--- src/rtl/multicycle_control_unit_pkg.sv ---
// rtl/multicycle_control_unit_pkg.sv - shared ALU codes, opcodes, funct values, state encoding and decode classes
package multicycle_control_unit_pkg;

   localparam logic [3:0] ALUADD = 4'd0;
   localparam logic [3:0] ALUSUB = 4'd1;
   localparam logic [3:0] ALUAND = 4'd2;
   localparam logic [3:0] ALUNOR = 4'd3;
   localparam logic [3:0] ALUXOR = 4'd4;
   localparam logic [3:0] ALUSFL = 4'd5;
   localparam logic [3:0] ALUSFR = 4'd6;
   localparam logic [3:0] ALUSLT = 4'd7;
   localparam logic [3:0] ALUMUL = 4'd8;
   localparam logic [3:0] ALUDIV = 4'd9;
   localparam logic [3:0] ALUSNQ = 4'd10;

   localparam logic [5:0] OP_RTYPE = 6'd0;
   localparam logic [5:0] OP_J     = 6'd2;
   localparam logic [5:0] OP_BEQ   = 6'd4;
   localparam logic [5:0] OP_BNE   = 6'd5;
   localparam logic [5:0] OP_ADDI  = 6'd8;
   localparam logic [5:0] OP_LW    = 6'd35;
   localparam logic [5:0] OP_SW    = 6'd43;
   localparam logic [5:0] OP_HALT  = 6'd63;

   localparam logic [5:0] F_SFL = 6'd0;
   localparam logic [5:0] F_SFR = 6'd2;
   localparam logic [5:0] F_MUL = 6'd24;
   localparam logic [5:0] F_DIV = 6'd26;
   localparam logic [5:0] F_ADD = 6'd32;
   localparam logic [5:0] F_SUB = 6'd34;
   localparam logic [5:0] F_AND = 6'd36;
   localparam logic [5:0] F_XOR = 6'd38;
   localparam logic [5:0] F_NOR = 6'd39;
   localparam logic [5:0] F_SLT = 6'd42;

   localparam logic [2:0] S_FETCH     = 3'd0;
   localparam logic [2:0] S_DECODE    = 3'd1;
   localparam logic [2:0] S_EXECUTE   = 3'd2;
   localparam logic [2:0] S_MEMORY    = 3'd3;
   localparam logic [2:0] S_WRITEBACK = 3'd4;
   localparam logic [2:0] S_HALT      = 3'd5;

   typedef enum logic [2:0] {
      CLS_RTYPE, CLS_ADDI, CLS_LW, CLS_SW, CLS_BEQ, CLS_BNE, CLS_J, CLS_HALT
   } instr_class_t;

endpackage

--- src/rtl/multicycle_control_unit_instruction_decoder.sv ---
// rtl/multicycle_control_unit_instruction_decoder.sv - opcode/funct to class, ALU code and legal flag
// MULDIV_EN makes funct MUL/DIV legal R-type operations.
import multicycle_control_unit_pkg::*;

module instruction_decoder (
   input  logic [5:0]   opcode,
   input  logic [5:0]   funct,
   output instr_class_t iclass,
   output logic [3:0]   alu_code,
   output logic         legal
);

   always_comb begin
      iclass   = CLS_HALT;
      alu_code = ALUADD;
      legal    = 1'b1;
      case (opcode)
         OP_RTYPE: begin
            iclass = CLS_RTYPE;
            case (funct)
               F_ADD:   alu_code = ALUADD;
               F_SUB:   alu_code = ALUSUB;
               F_AND:   alu_code = ALUAND;
               F_NOR:   alu_code = ALUNOR;
               F_XOR:   alu_code = ALUXOR;
               F_SFL:   alu_code = ALUSFL;
               F_SFR:   alu_code = ALUSFR;
               F_SLT:   alu_code = ALUSLT;
`ifdef MULDIV_EN
               F_MUL:   alu_code = ALUMUL;
               F_DIV:   alu_code = ALUDIV;
`endif
               default: legal = 1'b0;
            endcase
         end
         OP_ADDI: iclass = CLS_ADDI;
         OP_LW:   iclass = CLS_LW;
         OP_SW:   iclass = CLS_SW;
         OP_BEQ: begin
            iclass   = CLS_BEQ;
            alu_code = ALUSUB;
         end
         OP_BNE: begin
            iclass   = CLS_BNE;
            alu_code = ALUSUB;
         end
         OP_J:    iclass = CLS_J;
         // OP_HALT and every unassigned opcode stop the machine
         default: legal = 1'b0;
      endcase
   end

endmodule

--- src/rtl/multicycle_control_unit.sv ---
// rtl/multicycle_control_unit.sv - multi-cycle FETCH/DECODE/EXECUTE/MEMORY/WRITEBACK control sequencer
// MULDIV_EN enables MUL/DIV with a DIV_CYCLES-long EXECUTE hold.
import multicycle_control_unit_pkg::*;

module multicycle_control_unit #(
   parameter int DIV_CYCLES = 8
) (
   input  logic        clock,
   input  logic        reset,
   input  logic [0:31] instruction,
   input  logic        imem_ready,
   input  logic        dmem_ready,
   input  logic        alu_zero,
   output logic        imem_req,
   output logic        dmem_read,
   output logic        dmem_write,
   output logic        ir_write,
   output logic [0:3]  alu_operation,
   output logic        alu_src_imm,
   output logic        pc_write,
   output logic        pc_branch,
   output logic        pc_jump,
   output logic        reg_write,
   output logic        reg_dst_rd,
   output logic        mem_to_reg,
   output logic        halted
);

   if (DIV_CYCLES < 1 || DIV_CYCLES > 255) begin : g_bad_div_cycles
      $error("DIV_CYCLES must be within 1..255");
   end

   logic [2:0]   state, state_next;
   logic [5:0]   opcode_q, funct_q;
   instr_class_t iclass;
   logic [3:0]   dec_alu;
   logic         legal;
   logic         exec_hold;
   logic         take_branch;
   logic         unused_fields;

   assign unused_fields = ^instruction[6:25];

   instruction_decoder u_dec (
      .opcode   (opcode_q),
      .funct    (funct_q),
      .iclass   (iclass),
      .alu_code (dec_alu),
      .legal    (legal)
   );

   // opcode/funct are captured with the IR so DECODE never depends on the bus holding its value
   always_ff @(posedge clock or posedge reset) begin
      if (reset) begin
         state    <= S_FETCH;
         opcode_q <= '0;
         funct_q  <= '0;
      end else begin
         state <= state_next;
         if (state == S_FETCH && imem_ready) begin
            opcode_q <= instruction[0:5];
            funct_q  <= instruction[26:31];
         end
      end
   end

`ifdef MULDIV_EN
   logic [7:0] exec_cnt;
   logic       dec_multi;

   assign dec_multi = (iclass == CLS_RTYPE) && (dec_alu == ALUMUL || dec_alu == ALUDIV);

   always_ff @(posedge clock or posedge reset) begin
      if (reset) begin
         exec_cnt <= '0;
      end else if (state == S_DECODE) begin
         exec_cnt <= dec_multi ? 8'(DIV_CYCLES - 1) : 8'd0;
      end else if (state == S_EXECUTE && exec_cnt != 8'd0) begin
         exec_cnt <= exec_cnt - 8'd1;
      end
   end

   assign exec_hold = (exec_cnt != 8'd0);
`else
   assign exec_hold = 1'b0;
`endif

   assign take_branch = (iclass == CLS_BEQ && alu_zero) || (iclass == CLS_BNE && !alu_zero);

   always_comb begin
      state_next = state;
      case (state)
         S_FETCH:     if (imem_ready) state_next = S_DECODE;
         S_DECODE: begin
            if (!legal)                 state_next = S_HALT;
            else if (iclass == CLS_J)   state_next = S_FETCH;
            else                        state_next = S_EXECUTE;
         end
         S_EXECUTE: begin
            if (!exec_hold) begin
               case (iclass)
                  CLS_RTYPE, CLS_ADDI: state_next = S_WRITEBACK;
                  CLS_LW, CLS_SW:      state_next = S_MEMORY;
                  CLS_BEQ, CLS_BNE:    state_next = S_FETCH;
                  default:             state_next = S_HALT;
               endcase
            end
         end
         S_MEMORY:    if (dmem_ready) state_next = (iclass == CLS_LW) ? S_WRITEBACK : S_FETCH;
         S_WRITEBACK: state_next = S_FETCH;
         default:     state_next = S_HALT;
      endcase
   end

   // gating on reset makes requests drop combinationally, before any clock edge
   always_comb begin
      imem_req      = 1'b0;
      dmem_read     = 1'b0;
      dmem_write    = 1'b0;
      ir_write      = 1'b0;
      alu_operation = ALUADD;
      alu_src_imm   = 1'b0;
      pc_write      = 1'b0;
      pc_branch     = 1'b0;
      pc_jump       = 1'b0;
      reg_write     = 1'b0;
      reg_dst_rd    = 1'b0;
      mem_to_reg    = 1'b0;
      halted        = 1'b0;
      if (!reset) begin
         case (state)
            S_FETCH: begin
               imem_req = 1'b1;
               ir_write = imem_ready;
               pc_write = imem_ready;
            end
            S_DECODE: begin
               if (legal && iclass == CLS_J) begin
                  pc_write = 1'b1;
                  pc_jump  = 1'b1;
               end
            end
            S_EXECUTE: begin
               alu_operation = dec_alu;
               alu_src_imm   = (iclass == CLS_ADDI) || (iclass == CLS_LW) || (iclass == CLS_SW);
               pc_write      = take_branch;
               pc_branch     = take_branch;
            end
            S_MEMORY: begin
               dmem_read  = (iclass == CLS_LW);
               dmem_write = (iclass == CLS_SW);
            end
            S_WRITEBACK: begin
               reg_write  = 1'b1;
               reg_dst_rd = (iclass == CLS_RTYPE);
               mem_to_reg = (iclass == CLS_LW);
            end
            S_HALT:  halted = 1'b1;
            default: halted = 1'b1;
         endcase
      end
   end

endmodule

--- config.mk ---
export PLATFORM = sky130hd
export DESIGN_NAME = multicycle_control_unit
export DESIGN_NICKNAME = d
export VERILOG_FILES = /design/src/rtl/multicycle_control_unit_pkg.sv /design/src/rtl/multicycle_control_unit_instruction_decoder.sv /design/src/rtl/multicycle_control_unit.sv
export SDC_FILE = /design/constraint.sdc
export NUM_CORES = 1
export LEC_CHECK = 0
export BUFFER_PORTS_ARGS = -buffer_cell sky130_fd_sc_hd__buf_2
export CORE_UTILIZATION = 51
export CTS_CLUSTER_SIZE = 8
export DETAILED_ROUTE_END_ITERATION = 6
export GPL_ROUTABILITY_DRIVEN = 0
export MAX_ROUTING_LAYER = met4
export PLACE_DENSITY = 0.85
export SLEW_MARGIN = 30
export SYNTH_ARGS = -nofsm -noshare
export SYNTH_HDL_FRONTEND = slang
export SYNTH_SLANG_ARGS = --single-unit
--- constraint.sdc ---
create_clock -name clock -period 4.6 [get_ports clock]
set_clock_uncertainty 0.15 [all_clocks]
set_input_delay 0.46 -clock clock [delete_from_list [all_inputs] [get_ports clock]]
set_output_delay 0.46 -clock clock [all_outputs]
set_load 0.02 [all_outputs]
==> results of run 1 <==
[cell usage after synthesis, types with 3 or more instances]
library cell	instances
nand2_1	15
o21ai_0	7
clkbuf_1	4
nor2_1	12
a21oi_1	6
mux2_2	10
dfrtp_1	15
nand3_1	3
nor4_1	4
inv_1	4
nor3_1	13
buf_6	4
buf_2	3
[sequential cells by signal (all words and copies together), names as in the netlist]
name	count
funct_q	6
opcode_q	6
state	3
[per-stage QoR]
| step | power [mW] | utilization, % |
|---|---|---|
| 2_1_floorplan | 0.705 | - |
| 3_3_place_gp | 0.722 | 59.0 |
| 3_5_place_dp | 0.753 | 59.0 |
| 4_1_cts | 0.829 | 60.2 |
| 5_1_grt | 0.906 | 60.2 |
| 6_report | 0.831 | 60.2 |
[routing by layer]
layer | part of all wire [%] | routed length, um | GRT usage, %
met2 | 53 | 1480 | 43.2
met5 | 0 | 0 | -
met4 | 1.3 | 36 | 7.66
met1 | 39 | 1090 | 28.6
met3 | 5.7 | 157 | 5.95
[report_power, final]
| part | switching [mW] | internal [mW] |
|---|---|---|
| registers | 0.172 | 0.195 |
| logic | 0.185 | 0.207 |
| clock network | 0.0387 | 0.0337 |
[logic make-up after synthesis]
group	Yosys count	share of synthesized area (%)
and+or+nand+nor	66	31.6
muxes	11	10.0
xor gates and xnor gates	3	2.13
DFF	15	30.4
AOI/OAI and AO/OA	31	16.7
other	1	0.303
buffers and inverters	18	8.90
[layout make-up]
class,instances,area (um^2)
clock buffers,4,26.3
inverters,4,15.0
well taps,28,35.0
fillers,222,897
repair buffers,31,155
flip-flops and latches,15,375
multi-input cells,112,751
[worst max-delay path by stage]
stage / start / to / slack [ps]
final: opcode_q[1] / pc_write / 1810
after CTS: state[1] / pc_write / 1800
after detailed placement: state[1] / pc_write / 2120
after global routing: state[1] / pc_write / 1650
after global placement: state[1] / pc_write / 2160
after floorplan: reset / reg_dst_rd / 2140
==> run metrics, run 1 <==
Final WS setup 1810 ps; Crit path largest cell delay 580 ps; Post-CTS Setup Inserts 0; Worst-path clk slew 80 ps; crit path DAT 2180 ps; worst-path fanout max 11; dominant synthesized flop cell dfrtp_1; EDFF count, synth 0; drt drc 0; grt total ovfl 0; Hold Slack 119 ps; WP depth 6; Synth area leaders dfrtp_1 (30%), mux2_2 (9.1%), nor3_1 (5.3%); Die X 51.2 um; Final Instance Area 1360 um^2; vias per cell 6.09; total CTS buffers 3; number of port buffers 31; commonest non-fill, non-tap cell in the layout buf_2; Top delay family on crit path compound AO/OA/AOI/OAI gates; status complete, no violations; htree depth 1; area of the mapped netlist 1240 um^2; WS Path Type flop to output port; RSZ-0062 raised after global routing false; antenna violations before repair 0; Final Cycle Share 60.6%; via count 1181; Syn. warnings 0; hold crit path type input port to async pin; die footprint 2630 um^2; FF-to-FF setup slack 2480 ps; Avg Cell Area, Syn 8.53 um^2; setup TNS 0 ps; Nets 204; core area 2250 um^2; Synth Net Count 182; HPWL Detailed 2100 um; Setup-failing EPs final 0; Routed Antenna Nets 0; post-synth top area cell dfrtp_1; TritonCTS Sinks 15; Top Ports 53; CTS tree built; clock period minus worst slack 2790 ps; asr flop ratio synth 100%; cells along the critical path and3_1, o21ai_0, a21oi_1, nand3_1, o31ai_1, buf_2; clk buf depth 2; die height 51.2 um; Post-CTS Resized 0; final slew viol count 0; Hold Vio Cnt, Final 0; n_diodes 0; Setup crit end kind output port; pin count of the biggest net entering global routing 18; most frequent cells in the layout buf_2 (31), nand2_1 (15), dfrtp_1 (15), nor3_1 (13), nor2_1 (12); maximum VDD drop 384 uV; synthesized instance count 145; Layout Cells excl Fill 194; Req. time, crit path 3990 ps; placed insts 190; DRT Pass-1 Iters 4; pwr dens 612 nW/um^2; Buf/Inv on CP 1; leakage power 0.590 nW; number of library cell types mapped by synthesis 47; slowest cell on the critical path dfrtp_1; worst r2r path cells 2; highest clock rate 0.359 GHz; Initial Util 54.8%; clk_lat worst skew 280 ps; #FFs+latches synth 15; vias in the first global route 1149; DRT iter0 DRCs 24; area grow syn2layout 9.82%; layout cell share with drive strength beyond 1 30.1%; Wirelength per Cell 14.3 um; hold_buf cts 0; Synth top area share 30.4%; num rows 17; Reg-to-Reg End opcode_q[0]; total wire length 2770 um; pre-CTS WS 2120 ps; startpoint types flop; first-pass GRT wire length 4800 um; RR Startpoint state[1]; Tot GR Track Use 25.0%; Max Cap Viol 0; relative slew slack 41.4%; Post-DP Area 1330 um^2; clock root cell clkbuf_4; register area share after synthesis 30.4%; worst-margin pin slew 875 ps
No activity file was read; power rests on OpenSTA's default activity.
==> inputs of run 2 (changes only) <==
--- a/config.mk
+++ b/config.mk
@@ -6,12 +6,12 @@
 export NUM_CORES = 1
 export LEC_CHECK = 0
 export BUFFER_PORTS_ARGS = -buffer_cell sky130_fd_sc_hd__buf_2
-export CORE_UTILIZATION = 51
+export CORE_UTILIZATION = 43
 export CTS_CLUSTER_SIZE = 8
 export DETAILED_ROUTE_END_ITERATION = 6
 export GPL_ROUTABILITY_DRIVEN = 0
 export MAX_ROUTING_LAYER = met4
-export PLACE_DENSITY = 0.85
+export PLACE_DENSITY = 0.76
 export SLEW_MARGIN = 30
 export SYNTH_ARGS = -nofsm -noshare
 export SYNTH_HDL_FRONTEND = slang
==> constraint.sdc (replaced) <==
create_clock -name clock -period 2.25 [get_ports clock]
set_clock_uncertainty 0.15 [all_clocks]
set_input_delay 0.225 -clock clock [delete_from_list [all_inputs] [get_ports clock]]
set_output_delay 0.225 -clock clock [all_outputs]
set_load 0.02 [all_outputs]
==> run metrics, run 2 (synthesis results as in run 1) <==
sequential fraction of design power 37.3% (was 44.2%); NetSw 966 uW (was 396 uW); Reg-to-Reg End state[2] (was opcode_q[0]); met2 Use GR 34.4% (was 43.2%); Nets 225 (was 204); Hold Vio Cnt, Final 0 (unchanged); CTS tree built (unchanged); Die X 55.6 um (was 51.2 um); Worst Hold Launch instruction[3]; htree depth 1 (unchanged); pwr dens 1280 nW/um^2 (was 612 nW/um^2); cells along the critical path nor3b_1, a211oi_2, o221ai_2, nand3_2, o31ai_2, buf_4 (was and3_1, o21ai_0, a21oi_1, nand3_1, o31ai_1, buf_2); FF-to-FF setup slack 310 ps (was 2480 ps); Layout Cells excl Fill 218 (was 194); DRT iter0 DRCs 32 (was 24); Req. time, crit path 1880 ps (was 3990 ps); vias per cell 5.89 (was 6.09); slowest cell on the critical path dfrtp_1 (unchanged); total CTS buffers 3 (unchanged); TritonCTS Sinks 15 (unchanged); number of port buffers 31 (unchanged); worst r2r path cells 7 (was 2); layout cell share with drive strength beyond 1 48.7% (was 30.1%); Final Cycle Share 99.8%; most frequent cells in the layout buf_2 (27), buf_4 (18), nand2_1 (15), nor2_1 (12), mux2_2 (10) (was buf_2 (31), nand2_1 (15), dfrtp_1 (15), nor3_1 (13), nor2_1 (12)); Final WS setup 4.74 ps (was 1810 ps); Top Ports 53 (unchanged); Util after Layout 60.0% (was 60.2%); Worst-path clk slew 80 ps (about the same); Initial Util 45.2% (was 54.8%); Crit path largest cell delay 490 ps (was 580 ps); Setup-failing EPs final 0 (unchanged); via count 1283 (was 1181); Routed Antenna Nets 0 (unchanged); maximum VDD drop 866 uV (was 384 uV); drt drc 0 (unchanged); Max Cap Viol 0 (unchanged); Setup crit end kind output port (unchanged); total wire length 3340 um (was 2770 um); combinational power share 55.6% (was 47.1%); vias in the first global route 1183 (was 1149); core area 2730 um^2 (was 2250 um^2); WS Path Type flop to output port (unchanged); clk_lat worst skew 280 ps (about the same); RSZ-0062 raised after global routing true (was false); leakage power 0.700 nW (was 0.590 nW); crit path DAT 1870 ps (was 2180 ps); DRT Pass-1 Iters 4 (unchanged); Tot GR Track Use 21.1% (was 25.0%); antenna violations before repair 0 (unchanged); num rows 19 (was 17); final slew viol count 0 (unchanged); pre-CTS WS 176 ps (was 2120 ps); status complete, no violations (unchanged); worst-path fanout max 9 (was 11); HPWL Detailed 2140 um (was 2100 um); Hold Slack 6.62 ps (was 119 ps); Wirelength per Cell 15.3 um (was 14.3 um); Post-DP Area 1380 um^2 (was 1330 um^2); switch share 45.9% (was 47.6%); startpoint types flop (unchanged); Worst Hold Path Cells 3; first-pass GRT wire length 5150 um (was 4800 um); Hold Path Sink opcode_q[2]; clock root cell clkbuf_4 (unchanged); Design Power 2.10 mW (was 831 uW); clk buf depth 2 (unchanged); GR Util met1 25.9% (was 28.6%); Final Instance Area 1640 um^2 (was 1360 um^2); biggest regs funct_q (6), opcode_q (6), state (3) (unchanged); RR Startpoint opcode_q[5] (was state[1]); placed insts 199 (was 190); die footprint 3090 um^2 (was 2630 um^2); area grow syn2layout 32.8% (was 9.82%); die height 55.6 um (was 51.2 um); clock period minus worst slack 2250 ps; grt total ovfl 0 (unchanged); setup TNS 0 ps (unchanged); pin count of the biggest net entering global routing 17 (was 18); commonest non-fill, non-tap cell in the layout buf_2 (unchanged); global route hottest layer met2 (unchanged); internal power 1.14 mW (was 435 uW); # fillers 254 (was 222); met3 Usage GRT 3.26% (was 5.95%); Clk pwr share 7.1% (was 8.7%); hold crit path type input port to flop (was input port to async pin); n_diodes 0 (unchanged); highest clock rate 0.445 GHz
## run 2: worst max-delay path by stage
stage	start	end	slack, ps	cells after the start
after CTS	opcode_q[0]	alu_operation[3]	-10	5
after detailed placement	opcode_q[5]	pc_write	180	6
after global placement	opcode_q[5]	pc_write	200	6
final	funct_q[0]	pc_write	5	6
after floorplan	opcode_q[1]	pc_write	110	6
after global routing	funct_q[0]	pc_write	-140	6
## run 2: routing by layer
| metal | vias up | wire length, um |
|---|---|---|
| met5 | - | 0 |
| met4 | 0 | 38 |
| li1 | 615 | - |
| met3 | 6 | 145 |
| met1 | 617 | 1440 |
| met2 | 45 | 1720 |
## run 2: cell type report
class | instances | area, um^2 | area share [%]
clock buffers | 4 | 26.3 | 1.60
inverters | 4 | 15.0 | 0.915
multi-input cells | 112 | 828 | 50.5
flip-flops and latches | 15 | 387 | 23.6
well taps | 31 | 38.8 | 2.36
repair buffers | 52 | 347 | 21.1
## run 2: power groups by stage
| stage | clock, mW | sequential [mW] | combinational, mW |
|---|---|---|---|
| after floorplan | 0 | 0.493 | 0.948 |
| after global placement | 0 | 0.719 | 0.802 |
| after detailed placement | 0 | 0.739 | 0.837 |
| after CTS | 0.154 | 0.739 | 0.933 |
| after global routing | 0.164 | 0.816 | 1.27 |
| final | 0.150 | 0.785 | 1.17 |
## run 2: repair_timing
action | 4_1_cts | 5_1_grt
hold endpoints to repair | 16 | 0
hold buffers | 2 | 0
endpoints found under the setup margin | 5 | 7
setup buffers | 5 | 8
resized for setup | 12 | 23
pin swaps | 5 | 8
## run 2: worst max-delay path: cells and delay by family, from the launching register on
kind                   cells  cell delay [ps]
AO/OA/AOI/OAI              3              480
buffers and inverters      1              180
flip-flops                 1              490
AND/OR/NAND/NOR            2              440
==> inputs of run 3 (changes only) <==
--- a/config.mk
+++ b/config.mk
@@ -10,8 +10,9 @@
 export CTS_CLUSTER_SIZE = 8
 export DETAILED_ROUTE_END_ITERATION = 6
 export GPL_ROUTABILITY_DRIVEN = 0
-export MAX_ROUTING_LAYER = met4
+export HOLD_SLACK_MARGIN = 0.05
 export PLACE_DENSITY = 0.76
+export SKIP_LAST_GASP = 1
 export SLEW_MARGIN = 30
 export SYNTH_ARGS = -nofsm -noshare
 export SYNTH_HDL_FRONTEND = slang
==> run metrics, run 3 (synthesis results as in run 1) <==
WS Path Type flop to output port (unchanged); Top Ports 53 (unchanged); TritonCTS Sinks 15 (unchanged); DRT iter0 DRCs 35 (was 32); Setup-failing EPs final 1 (was 0); commonest non-fill, non-tap cell in the layout buf_2 (unchanged); DRT Pass-1 Iters 4 (unchanged); clock period minus worst slack 2270 ps (was 2250 ps); num rows 19 (unchanged); HPWL Detailed 2140 um (unchanged); Nets 235 (was 225); most frequent cells in the layout buf_2 (27), buf_4 (19), nand2_1 (15), dlygate4sd3_1 (13) (was buf_2 (27), buf_4 (18), nand2_1 (15), nor2_1 (12), mux2_2 (10)); RR Startpoint opcode_q[5] (unchanged); maximum VDD drop 874 uV (was 866 uV); RSZ-0062 raised after global routing true (unchanged); pwr dens 1190 nW/um^2 (was 1280 nW/um^2); CP Launch Point opcode_q[5] (was funct_q[0]); Tot GR Track Use 22.4% (was 21.1%); # fillers 256 (was 254); die height 55.6 um (unchanged); hold crit path type input port to flop (unchanged); Req. time, crit path 1880 ps (about the same); vias per cell 5.88 (was 5.89); highest clock rate 0.440 GHz (was 0.445 GHz); Seq. cell area 385 um^2 (was 387 um^2); leakage power 0.733 nW (was 0.700 nW); clock root cell clkbuf_4 (unchanged); failing checks negative setup slack; Final WS setup -23.2 ps (was 4.74 ps); status finished, violations left (was complete, no violations); first-pass GRT wire length 5550 um (was 5150 um); CTS tree built (unchanged); Worst-path clk slew 90 ps (was 80 ps); crit path to pc_write (unchanged); pin count of the biggest net entering global routing 17 (unchanged); clk buf depth 2 (unchanged); worst r2r path cells 6 (was 7); Util after Layout 62.8% (was 60.0%); setup TNS -23.2 ps (was 0 ps); core area 2730 um^2 (unchanged); number of port buffers 31 (unchanged); footprint of the multi-input gates 811 um^2 (was 828 um^2); Die X 55.6 um (unchanged); total wire length 3450 um (was 3340 um); layout cell share with drive strength beyond 1 45.7% (was 48.7%); Hold Vio Cnt, Final 0 (unchanged); grt total ovfl 0 (unchanged); vias in the first global route 1235 (was 1183); FF-to-FF setup slack 320 ps (was 310 ps); Final Cycle Share 101% (was 99.8%); clk_lat worst skew 290 ps (was 280 ps); total CTS buffers 3 (unchanged); startpoint types flop (unchanged); die footprint 3090 um^2 (unchanged); Setup crit end kind output port (unchanged); worst-path fanout max 8 (was 9); Routed Antenna Nets 0 (unchanged); Final Instance Area 1720 um^2 (was 1640 um^2); antenna violations before repair 0 (unchanged); Post-DP Area 1380 um^2 (unchanged); via count 1340 (was 1283); biggest regs funct_q (6), opcode_q (6), state (3) (unchanged); Initial Util 45.2% (unchanged); area grow syn2layout 39.0% (was 32.8%); Reg-to-Reg End state[2] (unchanged); pre-CTS WS 176 ps (unchanged); Max Cap Viol 0 (unchanged); crit path DAT 1900 ps (was 1870 ps); n_diodes 0 (unchanged); Wirelength per Cell 15.1 um (was 15.3 um); htree depth 1 (unchanged); drt drc 0 (unchanged); final slew viol count 0 (unchanged)
## run 3: cell types whose count changed in the layout (fill, tap and decap cells not counted), sizes merged
cell / before / now
dlygate4sd3: 2 / 13
buf: 50 / 49
## run 3: layout make-up
cell class	count	share of cell area (%)
Multi-Input combinational cell	112	47.2
Tap cell	31	2.26
Inverter	4	0.874
Sequential cell	15	22.4
Timing Repair Buffer	62	25.7
Clock buffer	4	1.53
## run 3: how the worst min path moves through the flow
stage / end / cells after the start / start / slack [ps]
2_1_floorplan: funct_q[0] / 1 / reset / -7
3_3_place_gp: state[1] / 3 / reset / 150
3_5_place_dp: state[1] / 3 / reset / 160
4_1_cts: state[1] / 4 / dmem_ready / 130
5_1_grt: state[1] / 4 / dmem_ready / 160
6_report: state[1] / 4 / dmem_ready / 140
## run 3: worst max-delay path: stages, from the launching register on
cell	delay, ps
dfrtp_2	480
nor4b_4	340
buf_4	180
nand2_1	90
nor3_2	180
o21bai_1	90
o31ai_2	70
buf_4	180
## run 3: through the flow
stage / cells / total power [mW] / hold WS (ps)
global placement: 199 / 1.52 / 150
floorplan: 145 / 1.44 / -7.13
global route: 228 / 2.21 / 161
CTS: 221 / 1.84 / 133
finish: 228 / 2.05 / 141
detailed placement: 199 / 1.58 / 164
## run 3: per-layer routing
layer / vias to the layer above / GRT usage, % / wire (um)
met5: - / 0 / 0
met4: 0 / 10.7 / 73
met3: 10 / 2.79 / 124
met2: 47 / 38.4 / 1750
met1: 650 / 27.8 / 1500
li1: 633 / - / -
## run 3: what timing repair did
action                                  CTS  global route
hold endpoints to repair                 27             0
buffers inserted                          5             7
hold buffers                             13             0
resized for setup                        12            17
pin swaps                                 5             5
endpoints found under the setup margin    5             8
## run 3: where the power goes
part	leakage, nW	internal (mW)	switching (mW)
Sequential	0.172	0.416	0.351
Clock	0.0150	0.0689	0.0871
Combinational	0.546	0.627	0.503
Total	0.733	1.11	0.941
